$ cat src/rtl/uart_pkg.sv
// rtl/uart_pkg.sv - shared UART state type, parity constants and parity helper
// Break states are present only when UART_TX_BREAK_EN is defined.
package uart_pkg;

   localparam int MAX_DATA_BITS = 9;

   localparam logic [1:0] PAR_NONE = 2'd0;
   localparam logic [1:0] PAR_EVEN = 2'd1;
   localparam logic [1:0] PAR_ODD  = 2'd2;

   typedef enum logic [2:0] {
      ST_IDLE,
      ST_START,
      ST_DATA,
      ST_PARITY,
      ST_STOP
`ifdef UART_TX_BREAK_EN
      ,
      ST_BREAK,
      ST_BREAK_MARK
`endif
   } uart_tx_state_t;

   // Word is zero-extended by the caller, so the upper bits never disturb the XOR.
   function automatic logic uart_parity(input logic [MAX_DATA_BITS-1:0] word,
                                        input logic [1:0]               mode);
      return (^word) ^ (mode == PAR_ODD);
   endfunction

endpackage

$ cat src/rtl/uart_baud_gen.sv
// rtl/uart_baud_gen.sv - bit-period counter with synchronous clear and bit_end pulse
module uart_baud_gen #(
   parameter int CLKS_PER_BIT = 16
) (
   input  logic clk,
   input  logic reset,
   input  logic i_clear,
   output logic o_bit_end
);

   localparam int            CW   = (CLKS_PER_BIT > 1) ? $clog2(CLKS_PER_BIT) : 1;
   localparam logic [CW-1:0] LAST = CW'(CLKS_PER_BIT - 1);

   logic [CW-1:0] r_count;

   always_ff @(posedge clk) begin
      if (!reset) begin
         r_count <= '0;
      end else if (i_clear || o_bit_end) begin
         r_count <= '0;
      end else begin
         r_count <= r_count + CW'(1);
      end
   end

   assign o_bit_end = (r_count == LAST);

endmodule

$ cat src/rtl/uart_tx_param.sv
// rtl/uart_tx_param.sv - parametrised UART transmitter (FSM, shift register, bit counter)
// Optional line-break generation is enabled by defining UART_TX_BREAK_EN.
module uart_tx_param
   import uart_pkg::*;
#(
   parameter int DATA_BITS    = 8,
   parameter int PARITY_MODE  = 1,
   parameter int STOP_BITS    = 1,
   parameter int CLKS_PER_BIT = 16
) (
   input  logic                 clk,
   input  logic                 reset,
   input  logic                 tx_valid,
   input  logic [DATA_BITS-1:0] tx_data,
`ifdef UART_TX_BREAK_EN
   input  logic                 tx_break,
`endif
   output logic                 tx_ready,
   output logic                 fout,
   output logic                 tx_busy,
   output logic                 tx_done
);

   localparam int               BC_W      = $clog2(DATA_BITS + 1);
   localparam logic [BC_W-1:0]  LAST_DATA = BC_W'(DATA_BITS - 1);
   localparam logic [BC_W-1:0]  LAST_STOP = BC_W'(STOP_BITS - 1);
   localparam logic [1:0]       PAR_SEL   = 2'(PARITY_MODE);
   localparam bit               HAS_PAR   = (PAR_SEL != PAR_NONE);

   uart_tx_state_t            r_state;
   logic                      r_fout;
   logic [DATA_BITS-1:0]      r_shreg;
   logic                      r_par;
   logic [BC_W-1:0]           r_bitcnt;
`ifdef UART_TX_BREAK_EN
   logic                      r_brk_pend;
`endif

   logic                      w_bit_end;
   logic                      w_last_data;
   logic                      w_last_stop;
   logic                      w_frame_end;
   logic                      w_accept;
   logic                      w_clear;
   logic [MAX_DATA_BITS-1:0]  w_data_ext;

   always_comb begin
      w_data_ext                = '0;
      w_data_ext[DATA_BITS-1:0] = tx_data;
   end

   assign w_last_data = (r_bitcnt == LAST_DATA);
   assign w_last_stop = (r_bitcnt == LAST_STOP);
   assign w_frame_end = (r_state == ST_STOP) && w_last_stop && w_bit_end;

`ifdef UART_TX_BREAK_EN
   assign tx_ready = ((r_state == ST_IDLE) || w_frame_end) && !r_brk_pend;
   assign w_clear  = (r_state == ST_IDLE) || (r_state == ST_BREAK) || w_accept;
`else
   assign tx_ready = (r_state == ST_IDLE) || w_frame_end;
   assign w_clear  = (r_state == ST_IDLE) || w_accept;
`endif

   assign w_accept = tx_valid && tx_ready;
   assign tx_busy  = (r_state != ST_IDLE);
   assign tx_done  = w_frame_end;
   assign fout     = r_fout;

   uart_baud_gen #(
      .CLKS_PER_BIT(CLKS_PER_BIT)
   ) u_baud (
      .clk      (clk),
      .reset    (reset),
      .i_clear  (w_clear),
      .o_bit_end(w_bit_end)
   );

   always_ff @(posedge clk) begin
      if (!reset) begin
         r_state  <= ST_IDLE;
         r_fout   <= 1'b1;
         r_shreg  <= '0;
         r_par    <= 1'b0;
         r_bitcnt <= '0;
`ifdef UART_TX_BREAK_EN
         r_brk_pend <= 1'b0;
`endif
      end else begin
`ifdef UART_TX_BREAK_EN
         // A break seen mid-frame waits until the frame's last stop bit is out.
         if (tx_break && (r_state inside {ST_START, ST_DATA, ST_PARITY, ST_STOP}))
            r_brk_pend <= 1'b1;
`endif
         // Acceptance happens only in IDLE or on the final stop cycle; both lead to START.
         if (w_accept) begin
            r_state  <= ST_START;
            r_fout   <= 1'b0;
            r_shreg  <= tx_data;
            r_par    <= uart_parity(w_data_ext, PAR_SEL);
            r_bitcnt <= '0;
         end else begin
            case (r_state)
               ST_IDLE: begin
                  r_fout <= 1'b1;
`ifdef UART_TX_BREAK_EN
                  if (tx_break || r_brk_pend) begin
                     r_state    <= ST_BREAK;
                     r_fout     <= 1'b0;
                     r_brk_pend <= 1'b0;
                  end
`endif
               end
               ST_START: begin
                  if (w_bit_end) begin
                     r_state  <= ST_DATA;
                     r_fout   <= r_shreg[0];
                     r_shreg  <= r_shreg >> 1;
                     r_bitcnt <= '0;
                  end
               end
               ST_DATA: begin
                  if (w_bit_end) begin
                     if (w_last_data) begin
                        r_bitcnt <= '0;
                        if (HAS_PAR) begin
                           r_state <= ST_PARITY;
                           r_fout  <= r_par;
                        end else begin
                           r_state <= ST_STOP;
                           r_fout  <= 1'b1;
                        end
                     end else begin
                        r_fout   <= r_shreg[0];
                        r_shreg  <= r_shreg >> 1;
                        r_bitcnt <= r_bitcnt + BC_W'(1);
                     end
                  end
               end
               ST_PARITY: begin
                  if (w_bit_end) begin
                     r_state  <= ST_STOP;
                     r_fout   <= 1'b1;
                     r_bitcnt <= '0;
                  end
               end
               ST_STOP: begin
                  if (w_bit_end) begin
                     if (w_last_stop) begin
                        r_bitcnt <= '0;
`ifdef UART_TX_BREAK_EN
                        if (r_brk_pend) begin
                           r_state    <= ST_BREAK;
                           r_fout     <= 1'b0;
                           r_brk_pend <= 1'b0;
                        end else begin
                           r_state <= ST_IDLE;
                           r_fout  <= 1'b1;
                        end
`else
                        r_state <= ST_IDLE;
                        r_fout  <= 1'b1;
`endif
                     end else begin
                        r_bitcnt <= r_bitcnt + BC_W'(1);
                     end
                  end
               end
`ifdef UART_TX_BREAK_EN
               ST_BREAK: begin
                  r_fout <= 1'b0;
                  if (!tx_break) begin
                     r_state  <= ST_BREAK_MARK;
                     r_fout   <= 1'b1;
                     r_bitcnt <= '0;
                  end
               end
               ST_BREAK_MARK: begin
                  r_fout <= 1'b1;
                  if (w_bit_end) begin
                     if (w_last_stop) begin
                        r_state  <= ST_IDLE;
                        r_bitcnt <= '0;
                     end else begin
                        r_bitcnt <= r_bitcnt + BC_W'(1);
                     end
                  end
               end
`endif
               default: begin
                  r_state <= ST_IDLE;
                  r_fout  <= 1'b1;
               end
            endcase
         end
      end
   end

endmodule

$ cat config.mk
export PLATFORM = sky130hd
export DESIGN_NAME = uart_tx_param
export DESIGN_NICKNAME = d
export VERILOG_FILES = /design/src/rtl/uart_pkg.sv /design/src/rtl/uart_baud_gen.sv /design/src/rtl/uart_tx_param.sv
export SDC_FILE = /design/constraint.sdc
export NUM_CORES = 1
export LEC_CHECK = 0
export ABC_AREA = 1
export CAP_MARGIN = 5
export CORE_MARGIN = 4
export CORE_UTILIZATION = 35
export CTS_CLUSTER_DIAMETER = 200
export DETAILED_ROUTE_END_ITERATION = 10
export SLEW_MARGIN = 5
export SYNTH_ARGS = -nofsm -noshare
export SYNTH_HDL_FRONTEND = slang
export SYNTH_HIERARCHICAL = 1
export SYNTH_SLANG_ARGS = --single-unit
export TNS_END_PERCENT = 1
$ cat constraint.sdc
create_clock -name clk -period 1.6 [get_ports clk]
set_input_delay 0.32 -clock clk [delete_from_list [all_inputs] [get_ports clk]]
set_output_delay 0.32 -clock clk [all_outputs]
set_load 0.02 [all_outputs]
==> results of run 1 <==
[power by group]
group | leakage, uW | switching (uW) | internal (uW) | total [uW]
sequential | 0.000174 | 20.3 | 555 | 575
clock | 0.0000228 | 178 | 178 | 355
combinational | 0.000620 | 190 | 174 | 365
[worst min-delay path: cells and delay by family (launching register included)]
kind	cells	cell delay, ns
AO/OA/AOI/OAI	1	0.04
flip-flops	1	0.33
AND/OR/NAND/NOR	1	0.07
[layout make-up]
cell class	instances	share of cell area, %
Multi-Input combinational cell	146	46.3
Sequential cell	21	22.5
Timing Repair Buffer	47	21.7
Inverter	20	3.97
Tap cell	48	3.18
Clock buffer	4	2.38
[what timing repair did]
item                                   CTS  global route
setup endpoints to repair               17            24
endpoints found under the hold margin    0             0
setup buffers                            2             3
resized for setup                       21            13
pin swaps                                2             3
[metrics by stage]
stage	utilization, %	std cells	TNS [ns]	hold slack, ns
floorplan	-	193	-0.165	0.430
global placement	47.5	277	-0.885	0.454
detailed placement	47.5	277	-0.990	0.467
CTS	49.9	283	-0.185	0.481
global route	51.6	286	-1.87	0.505
finish	51.6	286	-0.213	0.475
[sequential cells by signal, summed over array words and instances, names as in the netlist]
name / count
r_shreg: 8
r_bitcnt: 4
u_baud/r_count: 4
r_state: 3
fout: 1
r_par: 1
[placed cells by master, fill, tap and decap left out, types with 3 or more instances in the layout]
cell type / count
inv_1: 18
nor2_1: 14
nand3_1: 21
nor2_2: 5
clkbuf_8: 3
xnor2_1: 5
a21oi_2: 6
nand2_1: 38
nand2_2: 8
dfxtp_2: 4
xor2_1: 5
buf_6: 5
dfxtp_1: 17
nand3b_1: 7
clkdlybuf4s50_1: 11
a21oi_1: 12
nand3_2: 4
buf_4: 29
nand4_1: 8
[routing by layer]
layer,part of all wire (%),track usage (%),routed length (microns)
met1,53,17.9,1680
met2,42,20.1,1320
met3,3.8,3.04,120
met4,1.5,5.11,46
met5,0,0,0
[kinds of logic (layout without fill, tap and decap cells)]
family / after synthesis / after routing / synth area share (%)
fa+ha+maj: 3 / 3 / 2.82
xor+xnor: 10 / 10 / 6.58
compound gates: 22 / 22 / 10.2
simple gates: 111 / 111 / 40.6
flops: 21 / 21 / 31.6
buf+inv: 26 / 71 / 8.18
[worst max path at each step]
stage,endpoint,depth (start not counted),start,slack (ns)
6_report,tx_ready,6,u_baud/r_count[1],-0.08
3_5_place_dp,tx_ready,6,u_baud/r_count[1],-0.26
4_1_cts,tx_ready,6,u_baud/r_count[0],-0.07
3_3_place_gp,tx_ready,6,u_baud/r_count[1],-0.27
5_1_grt,tx_ready,6,u_baud/r_count[1],-0.16
2_1_floorplan,u_baud/r_count[3],11,u_baud/r_count[1],-0.04
==> impl_summary.md, run 1 <==
Logic synthesis
The total of warnings raised by yosys is 6. The number of cells produced by synthesis is 193. Among all cell types in the netlist, the one instantiated most often is nand2_1.

The top-area cell type share of the netlist area is 31.6%. The number of nets in the synthesized netlist is 207. The predominant post-synthesis flop cell is dfxtp_1.

By count the netlist is led by nand2_1, nand3_1, dfxtp_1. The synthesized cell area is 1330 sq um. The register area share after synthesis is 31.6%. By area the synthesized netlist is led by dfxtp_1, nand2_1, nand3_1.

In this run the mean area of a mapped cell was 6.90 sq um. The number of different library cells in the post-synthesis netlist is 25. Counting flops with a built-in enable in the synthesized netlist gives 0. The share of flip-flops with an asynchronous set or reset is 0%. The most area-hungry cell type in the Yosys netlist is dfxtp_1. The synthesized design contains 21 register bits.

Outcome
The flow ran to the end, but the final reports show violations. The final reports fail on negative setup slack.

Place
Routability-driven placement finished with a final weighted congestion of 0.853. OpenSTA, run right after detailed placement, puts the worst setup slack at -0.263 ns. The cell area after placement is 1740 sq um.

Summed over all nets, the half-perimeter wirelength after detailed placement is 2390 microns. The quantity of I/O buffers inserted on ports is 14.

GRT
The number of global-route vias before repair is 1193. After global routing the overflow that remains totals 0. Global routing used 13.2% of the available tracks across all layers. The initial antenna violation count is 0. The first global-routing pass estimated 5200 microns of wire. Entering global routing, the biggest net connects 13 pins.

Floorplan
The initial utilization of the core area, before any placement, comes to 36.4%. The die outline area is 4850 sq um. The area of the placeable core is 3660 sq um. The initialized floorplan defines 22 standard-cell rows. The width of the chip is 69.7 microns. The die boundary height is 69.7 microns. The top-level port count is 15.

Finish
Cells with a size suffix above 1 make up 31.1% of the layout. The area occupied by multi-input gates is 875 sq um. In the final design database the tool counted 253 nets. The area growth from synthesis to layout is 41.9%.

The total of fill cells in the finished design is 361. 0 antenna diodes ended up in the layout. After routing the design area is 1890 sq um. The register area is 425 sq um.

Critical path
The register-to-register setup slack is -0.03 ns. The worst-path cell with the longest stage delay is dfxtp_2. The worst setup path is launched from a flop.

The worst setup path is captured at an output port. The combined buffer and inverter count along the critical path is 2. The worst register-to-register path ends at r_par.

Data on the critical path is required at its endpoint by 1.28 ns. The startpoint of the most critical register-to-register path is u_baud/r_count[1]. The family of cells with the greatest summed delay on the critical path is flip-flops. The number of cells on the worst reg-to-reg path is 10. The maximum fanout along the worst path is 2. The largest stage delay on the critical path is 0.36 ns. For the worst setup path, the data arrival time is 1.36 ns. The setup path with the least slack is of type flop to output port.

Traced cell by cell, the critical path runs through ha_4, nand3_4, inv_2, nand3_2, o21ai_4, buf_6.

Power and ir drop
The power density of the placed cells is 685 nW/um^2. The peak supply drop is 0.427 mV. The analysis attributes to cell leakage a power of 0.000816 uW.

The total power consumption of the routed design is 1290 uW.

Detailed routing
The average via count per standard cell is 4.73. After detailed routing, the number of remaining DRC violations is 0. The total wire length is 3160 microns. The detailed router placed 1353 vias in this run. In this run, the number of DRC markers left after iteration 0 of detailed routing was 89.

The remaining antenna violation count is 0. Dividing the detail-routed wire length by the instance count gives 11.0 microns. The number of detailed-route iterations in the first pass is 4.

STA
The worst pin sits at a relative slew slack of 78.8%. The maximum operating frequency is 595 MHz. The final cycle utilization of the critical path is 105%. The number of failing hold endpoints at the final stage is 0. The transition time of the tightest slew-check pin is 0.317 ns.

On the final layout, the worst clock skew is 0.00567 ns. Across all setup checks in the final design, the least slack found is -0.0816 ns. Setup repair after global routing could not meet its margin everywhere. Setup violations remaining at the end of the flow were counted as 8. Counting I/O delays and the setup requirement, the final critical path takes 1.68 ns.

The max-slew violation count was 0.

Clock network
The later pin in the worst-skew pair is clocked with a latency of 0.26 ns. TritonCTS built the clock tree. The number of buffers inserted for hold repair after clock tree synthesis is 0. The root buffer selected by CTS is clkbuf_8. The number of levels the H-tree was split into is 1.

Counting along the longest clock path gives a buffer depth of 2. The number of clock buffers added by TritonCTS is 3. The tree built by TritonCTS fans out to 21 sinks. After clock tree synthesis, the clock-pin slew on the worst setup and hold paths is 0.08 ns.

Worst hold path
The worst hold path belongs to the class flop to flop. The hold path depth is 2. The startpoint identified for the worst hold timing path is r_shreg[6]. The path with the worst hold slack has its endpoint at r_shreg[6].

Run
Across the run, the number of max-cap violations was 0.
Power figures use the tool's default switching activity.
==> inputs of run 2 (changes only) <==
Settings changed: CORE_UTILIZATION 35 to 50, GPL_ROUTABILITY_DRIVEN from default to 0, PLACE_DENSITY from default to 0.75.
==> run 2 against run 1 <==
The flow still finishes with violations (negative setup slack). Global-route usage is 7.2 points higher. Via count is 2.7% higher. First-iteration DRC count is 27% lower. Sequential cell count stayed put. Combinational power is 10% lower. Non-clock buffer count is 11 lower. Routed wire length is 2.3% higher. Register-to-register slack worse by 0.07 ns. Count of clock-buffer cells in the layout is 1 lower. Worst setup slack worse by 0.052 ns. Critical path depth stayed put. Final cell count is 10% lower. Critical path type unchanged.
==> impl_summary.md, run 2 (synthesized netlist as in run 1, its figures left out) <==
Outcome
The flow ran to the end, but the final reports show violations. The checks that failed: negative setup slack.

Power and ir drop
The static leakage is 0.000753 uW (-7.7%). The switching power was 374 uW (-3.7%). The part of the total power dissipated in the clock network is 22.8% (-4.6 points). The combinational group share of total power is 28.1% (about the same). The internal portion of total power is 794 uW (-12%). The part of the total power dissipated in sequential elements is 49.1% (+4.7 points).

The peak supply drop was 0.451 mV (+5.4%). The power density of the placed cells was 678 nW/um^2 (-1.1%). The share of total power consumed by net switching came to 32.0% (+2.0 points).

Detailed routing
The post-detailed-route wirelength per cell came to 12.6 microns (+14%). The via total after detailed routing is 1390 (+2.7%). The average via count per standard cell is 5.41 (+14%). The total wire length is 3230 microns (+2.3%). The post-detailed-route DRC marker count is 0 (unchanged). The number of DRC violations after detailed-routing iteration 0 is 65 (-27%).

The remaining antenna violation count is 0 (unchanged). The number of detailed-route iterations in the first pass came to 4 (unchanged).

Finish
The antenna cell count is 0 (unchanged). The ratio of cells with drive above 1 in the final layout was 26.0% (-5.1 points). The layout overhead on the synthesized area is 29.5%.

In the final layout, the registers with the most flip-flops are r_shreg x8, r_bitcnt x4, u_baud/r_count x4. The net count of the finished layout is 242 (-4.3%). In the layout the commonest cells are nand2_1, nand3_1, buf_4, inv_1, dfxtp_1.

The post-layout utilization of the core was 69.0% (+17 points). More flip-flops sit in one register than any other, and that register is r_shreg. The flip-flop count of the largest register after layout came to 8 (unchanged). Leaving out fill and tap cells, the most frequent cell in the layout is nand2_1.

Floorplan
The cell row count came to 18 (-18%). The starting utilization of the core area came to 53.3% (+17 points). The width of the chip is 59.6 microns (-14%). The die boundary height was 59.6 microns (-14%). The area of the placeable core is 2500 sq um (-32%). The top-level port count is 15 (unchanged). The die outline area is 3550 sq um (-27%).

STA
The number of failing hold endpoints at the final stage came to 0 (unchanged). The final critical path time including I/O delays and setup is 1.73 ns (+0.0524 ns). Setup repair after global routing could not meet its margin everywhere. The maximum operating frequency is 577 MHz (-3.0%). The setup violation total in the final timing report is 18 (+10). The setup slack after layout is -0.134 ns (-0.0524 ns). The transition time of the tightest slew-check pin came to 0.435 ns (+0.118 ns). The final cycle utilization of the critical path is 108% (+3.3 points). The final clock skew is 0.00849 ns (+0.00282 ns).

The max-slew violation count is 0 (unchanged). The relative slew slack is 71.0% (-7.9 points).

GRT
The initial antenna violation count is 0 (unchanged). The remaining global-route overflow is 0 (unchanged). The pin count of the biggest net entering global routing was 13 (unchanged).

The global-route usage over all layers was 20.4% (+7.2 points). The first-pass GRT wire length came to 5580 microns (+7.4%). The number of global-route vias before repair is 1342 (+12%).

Place
The sum of net half-perimeters after detailed placement is 2540 microns (+6.5%). The quantity of I/O buffers inserted on ports is 14 (unchanged). The worst slack at placement is -0.290 ns (-0.0272 ns).

Critical path
The count of cells along the worst register-to-register path is 11 (+1). The combined buffer and inverter count along the critical path is 2 (unchanged). The register-to-register setup slack was -0.10 ns (-0.07 ns). The type of the setup path with the least slack is flop to output port. The data required time at the worst endpoint came to 1.28 ns (about the same).

The cell that appears most often on the critical path is nand3_4. The worst-path cell with the longest stage delay is dfxtp_2. The critical path data arrival time is 1.41 ns (+0.05 ns).

The maximum fanout along the worst path is 2 (unchanged). The kind of launch point of the worst setup path is a flop. Broken down by cell family, the worst path's largest delay share belongs to flip-flops. STA classifies the critical path endpoint as an output port.

Walking the worst path, the cells encountered are ha_4, nand3_4, inv_4, nand3_4, o21ai_4, buf_6. The number of gates on the worst path with buffers counted was 6 (unchanged). The largest stage delay on the critical path is 0.37 ns (about the same).

Clock network
The number of buffers inserted during clock tree synthesis is 3 (unchanged). The total clock sinks came to 21 (unchanged). The clock slew seen by the registers of the worst setup and hold paths is 0.13 ns (+0.05 ns). Clock tree synthesis selected as its root buffer the cell clkbuf_4. The maximum buffer depth of the clock tree is 2 (unchanged). The number of buffers inserted for hold repair after clock tree synthesis is 0 (unchanged). The buffer count from post-CTS setup fixing is 0 (-2). The worst-skew pair later-pin latency is 0.31 ns (+0.05 ns). TritonCTS built the clock tree. The number of levels the H-tree was split into is 1 (unchanged).

Worst hold path
In this run the worst hold path is classified as flop to flop. The hold path depth is 2 (unchanged).

Run
The total of max-cap violations is 0 (unchanged).
[run 2: changes by cell type in the layout (fill, tap and decap cells not counted), moves of 3 or more]
cell      before  now
nand3_2        4    1
clkbuf_4       0    3
buf_6          5    1
clkbuf_8       3    0
buf_4         29   23
[run 2: cell type report]
cell class	instances	area [sq um]
Tap cell	30	37.5
Sequential cell	21	424
Clock inverter	1	5.00
Inverter	20	77.6
Multi-Input combinational cell	146	856
Timing Repair Buffer	36	302
Fill cell	216	776
Clock buffer	3	22.5
[run 2: per-stage QoR]
stage               cells  power [uW]  hold slack (ns)  TNS (ns)  area (sq um)
floorplan             193         783            0.430    -0.165          1360
global placement      253         898            0.470    -0.805          1660
CTS                   257        1170            0.492     -1.15          1720
detailed placement    253         908            0.470     -1.45          1660
finish                257        1170            0.486     -1.10          1720
global route          257        1230            0.534     -3.68          1720
[run 2: final timing paths]
path,startpoint,end
worst min-delay path,fout,fout
worst min register to register,fout,fout
worst max register to register,u_baud/r_count[0],r_shreg[2]
worst max-delay path,u_baud/r_count[0],tx_ready
[run 2: routing by layer]
metal  vias to the layer above  GRT usage (%)  part of all wire (%)
li1                        705              -                     -
met1                       640           24.9                    42
met2                        41           38.1                    52
met3                         4           1.31                   4.5
met4                         0           5.70                   1.2
met5                         -              0                     0
[run 2: worst reg2reg max path: stages, from the launching register on]
cell and delay, ns:
dfxtp_2 0.37, ha_4 0.15, nand3_4 0.09, inv_4 0.08, nand3_4 0.09, o21ai_4 0.17
buf_4 0.18, nand2_4 0.09, buf_4 0.17, nand2_1 0.05, nand2_1 0.05, a21oi_1 0.12
[run 2: power by group through the flow]
| stage | combinational, uW | sequential, uW | clock, uW |
|---|---|---|---|
| 2_1_floorplan | 196 | 587 | 0 |
| 3_3_place_gp | 316 | 583 | 0 |
| 3_5_place_dp | 324 | 584 | 0 |
| 4_1_cts | 327 | 573 | 270 |
| 5_1_grt | 364 | 578 | 284 |
| 6_report | 328 | 574 | 267 |
[run 2: timing repair]
item,CTS,global route
gates cloned,0,0
pin swaps,1,0
endpoints found under the setup margin,24,25
hold endpoints to repair,0,0
gates resized for setup,19,8
==> RTL change 1 (settings of run 1) <==
Add a define of `UART_TX_BREAK_EN`.
--- a/src/rtl/uart_pkg.sv
+++ b/src/rtl/uart_pkg.sv
@@ -1,5 +1,7 @@
 // rtl/uart_pkg.sv - shared UART state type, parity constants and parity helper
 // Break states are present only when UART_TX_BREAK_EN is defined.
+`define UART_TX_BREAK_EN
+
 package uart_pkg;
 
    localparam int MAX_DATA_BITS = 9;
Ports: changed (added tx_break); port bits go from 15 to 16. The function was not compared with the original's and may differ.
==> RTL change 1 against run 1 <==
Sequential cell count up 1; setup slack worse by 54 ps; area after synthesis grew 20%; via count rose by 25%; design area grew 15%; routed wire length rose by 25%; highest routed layer unchanged; the run still ends with negative setup slack left; largest cell class unchanged.
Power is not compared: it rests on default switching activity, and its combinational part moved more than twofold at a synthesized area within 25%.
==> RTL change 1: results (changes against run 1) <==
dp_hpwl_mm: 3.23  # +35%
placed_area_um2: 2080  # +20%
clkbuf_count: 3  # -1
post-cts-setup-buffers: 0  # -2
drt_iter0_drc: 43  # -52%
layout_setup_ws_ps: -135  # -53.8 ps
cts_sinks: 22  # +4.8%
gp_congestion: 0.904  # +6.0%
yosys-top-cells-count: "nand2_1, inv_1, nor2_1, nand3_1, dfxtp_1"
ctsResizeCount: 12  # -43%
setup_viol: 12  # +4
clock_area_share_pct: 3.29  # +0.90 points
multi_input_area_um2: 1030  # +17%
yosysSeqAreaShare_pct: 27.5  # -4.1 points
synth-compound-area-share_pct: 6.25  # -4.0 points
synth.distinct_cells: 28  # +12%
synthTopCellsByArea: "dfxtp_1, nand2_1, inv_1"
yosys.area_share.adder_pct: 2.34  # -0.48 points
cp_top_family: "simple AND/OR/NAND/NOR gates"
grt_pass1_vias: 1493  # +25%
fillCellCount: 449  # +24%
worstPathArrival_ps: 1420  # +60 ps
final.setup_skew_ps: 5.14  # -0.529 ps
syn_area_per_cell_um2: 6.19  # -10%
buffers: 49  # +4.3%
fin_cells: 357  # +25%
min-delay-start: "r_shreg[7]$_SDFFE_PN0P_"
violations: "negative setup slack"
place_inst: 353  # +27%
r2r_slack_ps: -70  # -40 ps
dr_total_vias: 1690  # +25%
grt_max_degree: 22  # +9
rr_worst_depth: 11  # +1
status: "complete, but fails checks"
grt_pass1_wl_mm: 6.74  # +30%
synth.cell_area_um2: 1600  # +20%
RTL change 1: power groups by stage:
stage / Sequential [mW] / Clock [mW] / Combinational [mW]
after floorplan: 0.793 / 0 / 1.62
after global placement: 0.804 / 0 / 2.40
after detailed placement: 0.809 / 0 / 2.41
after CTS: 0.802 / 0.538 / 2.41
after global routing: 0.817 / 0.559 / 2.73
final: 0.798 / 0.523 / 2.43
RTL change 1: worst max path at each step:
stage / end / slack, ps / cells past startpoint
after floorplan: u_baud/r_count[3]$_SDFF_PP0_ / -20 / 11
after global placement: tx_ready / -290 / 8
after detailed placement: tx_ready / -310 / 8
after CTS: tx_ready / -160 / 8
after global routing: tx_ready / -230 / 8
final: tx_ready / -140 / 8
RTL change 1: per-layer routing:
layer	share of wire, %	wire, um	global-route usage [%]	vias up
met2	47	1870	23.9	25
li1	-	-	-	902
met5	0	0	0	-
met3	3.1	122	2.11	4
met1	49	1930	21.9	759
met4	0.91	36	2.91	0
==> RTL change 2 (flow settings as in run 1) <==
Made on the original files. Encoding of `uart_tx_state_t`: now one-hot (5 bits for 5 states).
--- a/src/rtl/uart_pkg.sv
+++ b/src/rtl/uart_pkg.sv
@@ -8,12 +8,12 @@
    localparam logic [1:0] PAR_EVEN = 2'd1;
    localparam logic [1:0] PAR_ODD  = 2'd2;
 
-   typedef enum logic [2:0] {
-      ST_IDLE,
-      ST_START,
-      ST_DATA,
-      ST_PARITY,
-      ST_STOP
+   typedef enum logic [4:0] {
+      ST_IDLE   = 5'b00001,
+      ST_START  = 5'b00010,
+      ST_DATA   = 5'b00100,
+      ST_PARITY = 5'b01000,
+      ST_STOP   = 5'b10000
 `ifdef UART_TX_BREAK_EN
       ,
       ST_BREAK,
Behaviour: same outputs for any inputs over 10 cycles, from zero or initial values and one cycle with reset low; not proved beyond that.
==> RTL change 2 against run 1 <==
The run still ends with negative setup slack left; setup slack gained 16 ps; critical endpoint unchanged; area after synthesis grew 23%; hold slack gained 9.8 ps; utilization grew 0.055 points; sequential cell count grew 2; critical path depth grew 2; final cell count grew 29%; design area grew 22%; routed wire length grew 27%.
Power is not compared: it rests on default switching activity, and its combinational part moved more than twofold at a synthesized area within 25%.
==> RTL change 2: results (changes against run 1) <==
yosysSeqAreaShare_pct: 28.0  # -3.6 points
cts_made_buffers: 3  # unchanged
fillCellCount: 457  # +27%
gp_congestion: 0.843  # -1.2%
h-tree-depth: 1  # unchanged
fin_tns_setup_ps: -121  # +92.5 ps
worstPathArrival_ps: 1350
max-vdd-ir-drop_mv: 0.669
drt_iter0_drc: 79  # -11%
status: "complete, but fails checks"
placed_area_um2: 2130  # +23%
cts.clk_slew.worst_paths_ps: 80  # about the same
synth.distinct_cells: 24  # -4.0%
grt_pass1_vias: 1704  # +43%
critPathMaxFanout: 3  # +1
layout_setup_ws_ps: -65.8  # +15.8 ps
grt_pass1_wl_mm: 7.10  # +37%
synthTopCellsByArea: "dfxtp_1, nand2_1, nor2_1"
final.setup_skew_ps: 4.57  # -1.09 ps
regToRegStartpoint: "u_baud/r_count[0]$_SDFF_PP0_"
hp-class: "flop to flop"
syn_nets: 276  # +33%
max_slew_margin_pct: 78.7  # -0.15 points
ys_async_sr_fraction_pct: 0  # unchanged
cp-startpoint: "u_baud/r_count[1]$_SDFF_PP0_"
yosys-top-cells-count: "nand2_1, nor2_1, inv_1, nand3_1, dfxtp_1"
min-delay-start: "r_shreg[7]$_SDFFE_PN0P_"
grt_util_all_layers_pct: 14.5  # +1.3 points
clockBufferDepth: 2  # unchanged
ys_warn_count: 6  # unchanged
vias_per_cell: 4.66  # -1.5%
grt_max_degree: 20  # +7
ys.flop_type: "dfxtp_1"
diodes: 0  # unchanged
dp_slack_ps: -344  # -80.5 ps
clk_latency_ps: 270
layout.nets: 333  # +32%
dr.pass1.iters: 4  # unchanged
dp_hpwl_mm: 3.08  # +29%
antenna_found_initial: 0  # unchanged
top_regs: "r_shreg (8), r_state (5)"
violations: "negative setup slack"
cts-root-buf: "clkbuf_8"
avgRoutedWirePerCell_um: 10.8  # -2.1%
drive_above_1_share_pct: 29.9  # -1.2 points
p_leak_nw: 1.13
portBuffers: 14  # unchanged
setup_viol: 2  # -6
RTL change 2: changes by cell type after synthesis, sizes merged, moves of 3 or more:
| cell | change |
|---|---|
| a21oi | -13 |
| inv | +20 |
| nand2 | +34 |
| nand3 | +3 |
| nand3b | -6 |
| nand4 | +6 |
| nor2 | +26 |
RTL change 2: repair_timing:
item,in CTS,in global routing
resized for setup,28,18
buffers inserted,2,0
gates cloned,0,0
setup endpoints to repair,10,24
pin swaps,3,5
RTL change 2: cell families after synthesis:
| group | after synthesis | synth area share (%) |
|---|---|---|
| and+or+nand+nor | 173 | 50.3 |
| buffers and inverters | 44 | 11.0 |
| DFF | 23 | 28.0 |
| AOI/OAI and AO/OA | 11 | 4.04 |
| xor gates and xnor gates | 8 | 4.27 |
| adders and majority gates | 3 | 2.29 |
RTL change 2: worst max-delay path, cell delays in order, from the launching register on:
cell	delay (ps)
dfxtp_2	360
ha_4	150
nand3_4	80
inv_4	80
inv_4	50
nor2_4	90
nand2_4	70
nand2_4	80
buf_6	120
RTL change 2: layout make-up:
| class | instances | area, um^2 | area share, % |
|---|---|---|---|
| well taps | 52 | 65.1 | 2.83 |
| clock inverters | 1 | 5.00 | 0.218 |
| multi-input cells | 195 | 1100 | 48.0 |
| repair buffers | 56 | 460 | 20.1 |
| clock buffers | 3 | 41.3 | 1.80 |
| inverters | 40 | 155 | 6.76 |
| flip-flops and latches | 23 | 468 | 20.4 |
RTL change 2: through the flow:
stage / utilization, % / instances
floorplan: - / 262
detailed placement: 48.0 / 364
global placement: 48.0 / 364
finish: 51.7 / 370
CTS: 50.5 / 370
global route: 51.7 / 370
RTL change 2: worst paths after layout:
path | endpoint | slack (ps) | depth (start not counted)
worst max-delay path | tx_ready | -70 | 8
worst min-delay path | r_shreg[7]$_SDFFE_PN0P_ | 480 | 2
worst max register to register | r_state[3]$_SDFFE_PP0P_ | 30 | 11
worst min register to register | r_shreg[7]$_SDFFE_PN0P_ | 480 | 2
RTL change 2: power by group:
| group | switching, mW | internal, mW |
|---|---|---|
| Clock | 0.202 | 0.174 |
| Combinational | 1.33 | 1.04 |
| Sequential | 0.103 | 0.745 |
RTL change 2: layer usage:
metal  track usage, %  up-vias  share of wire [%]
met5                0        -                  0
met1             17.3      759                 47
met2             25.5       28                 48
met4             5.80        0                1.8
li1                 -      930                  -
met3             2.60        7                3.7
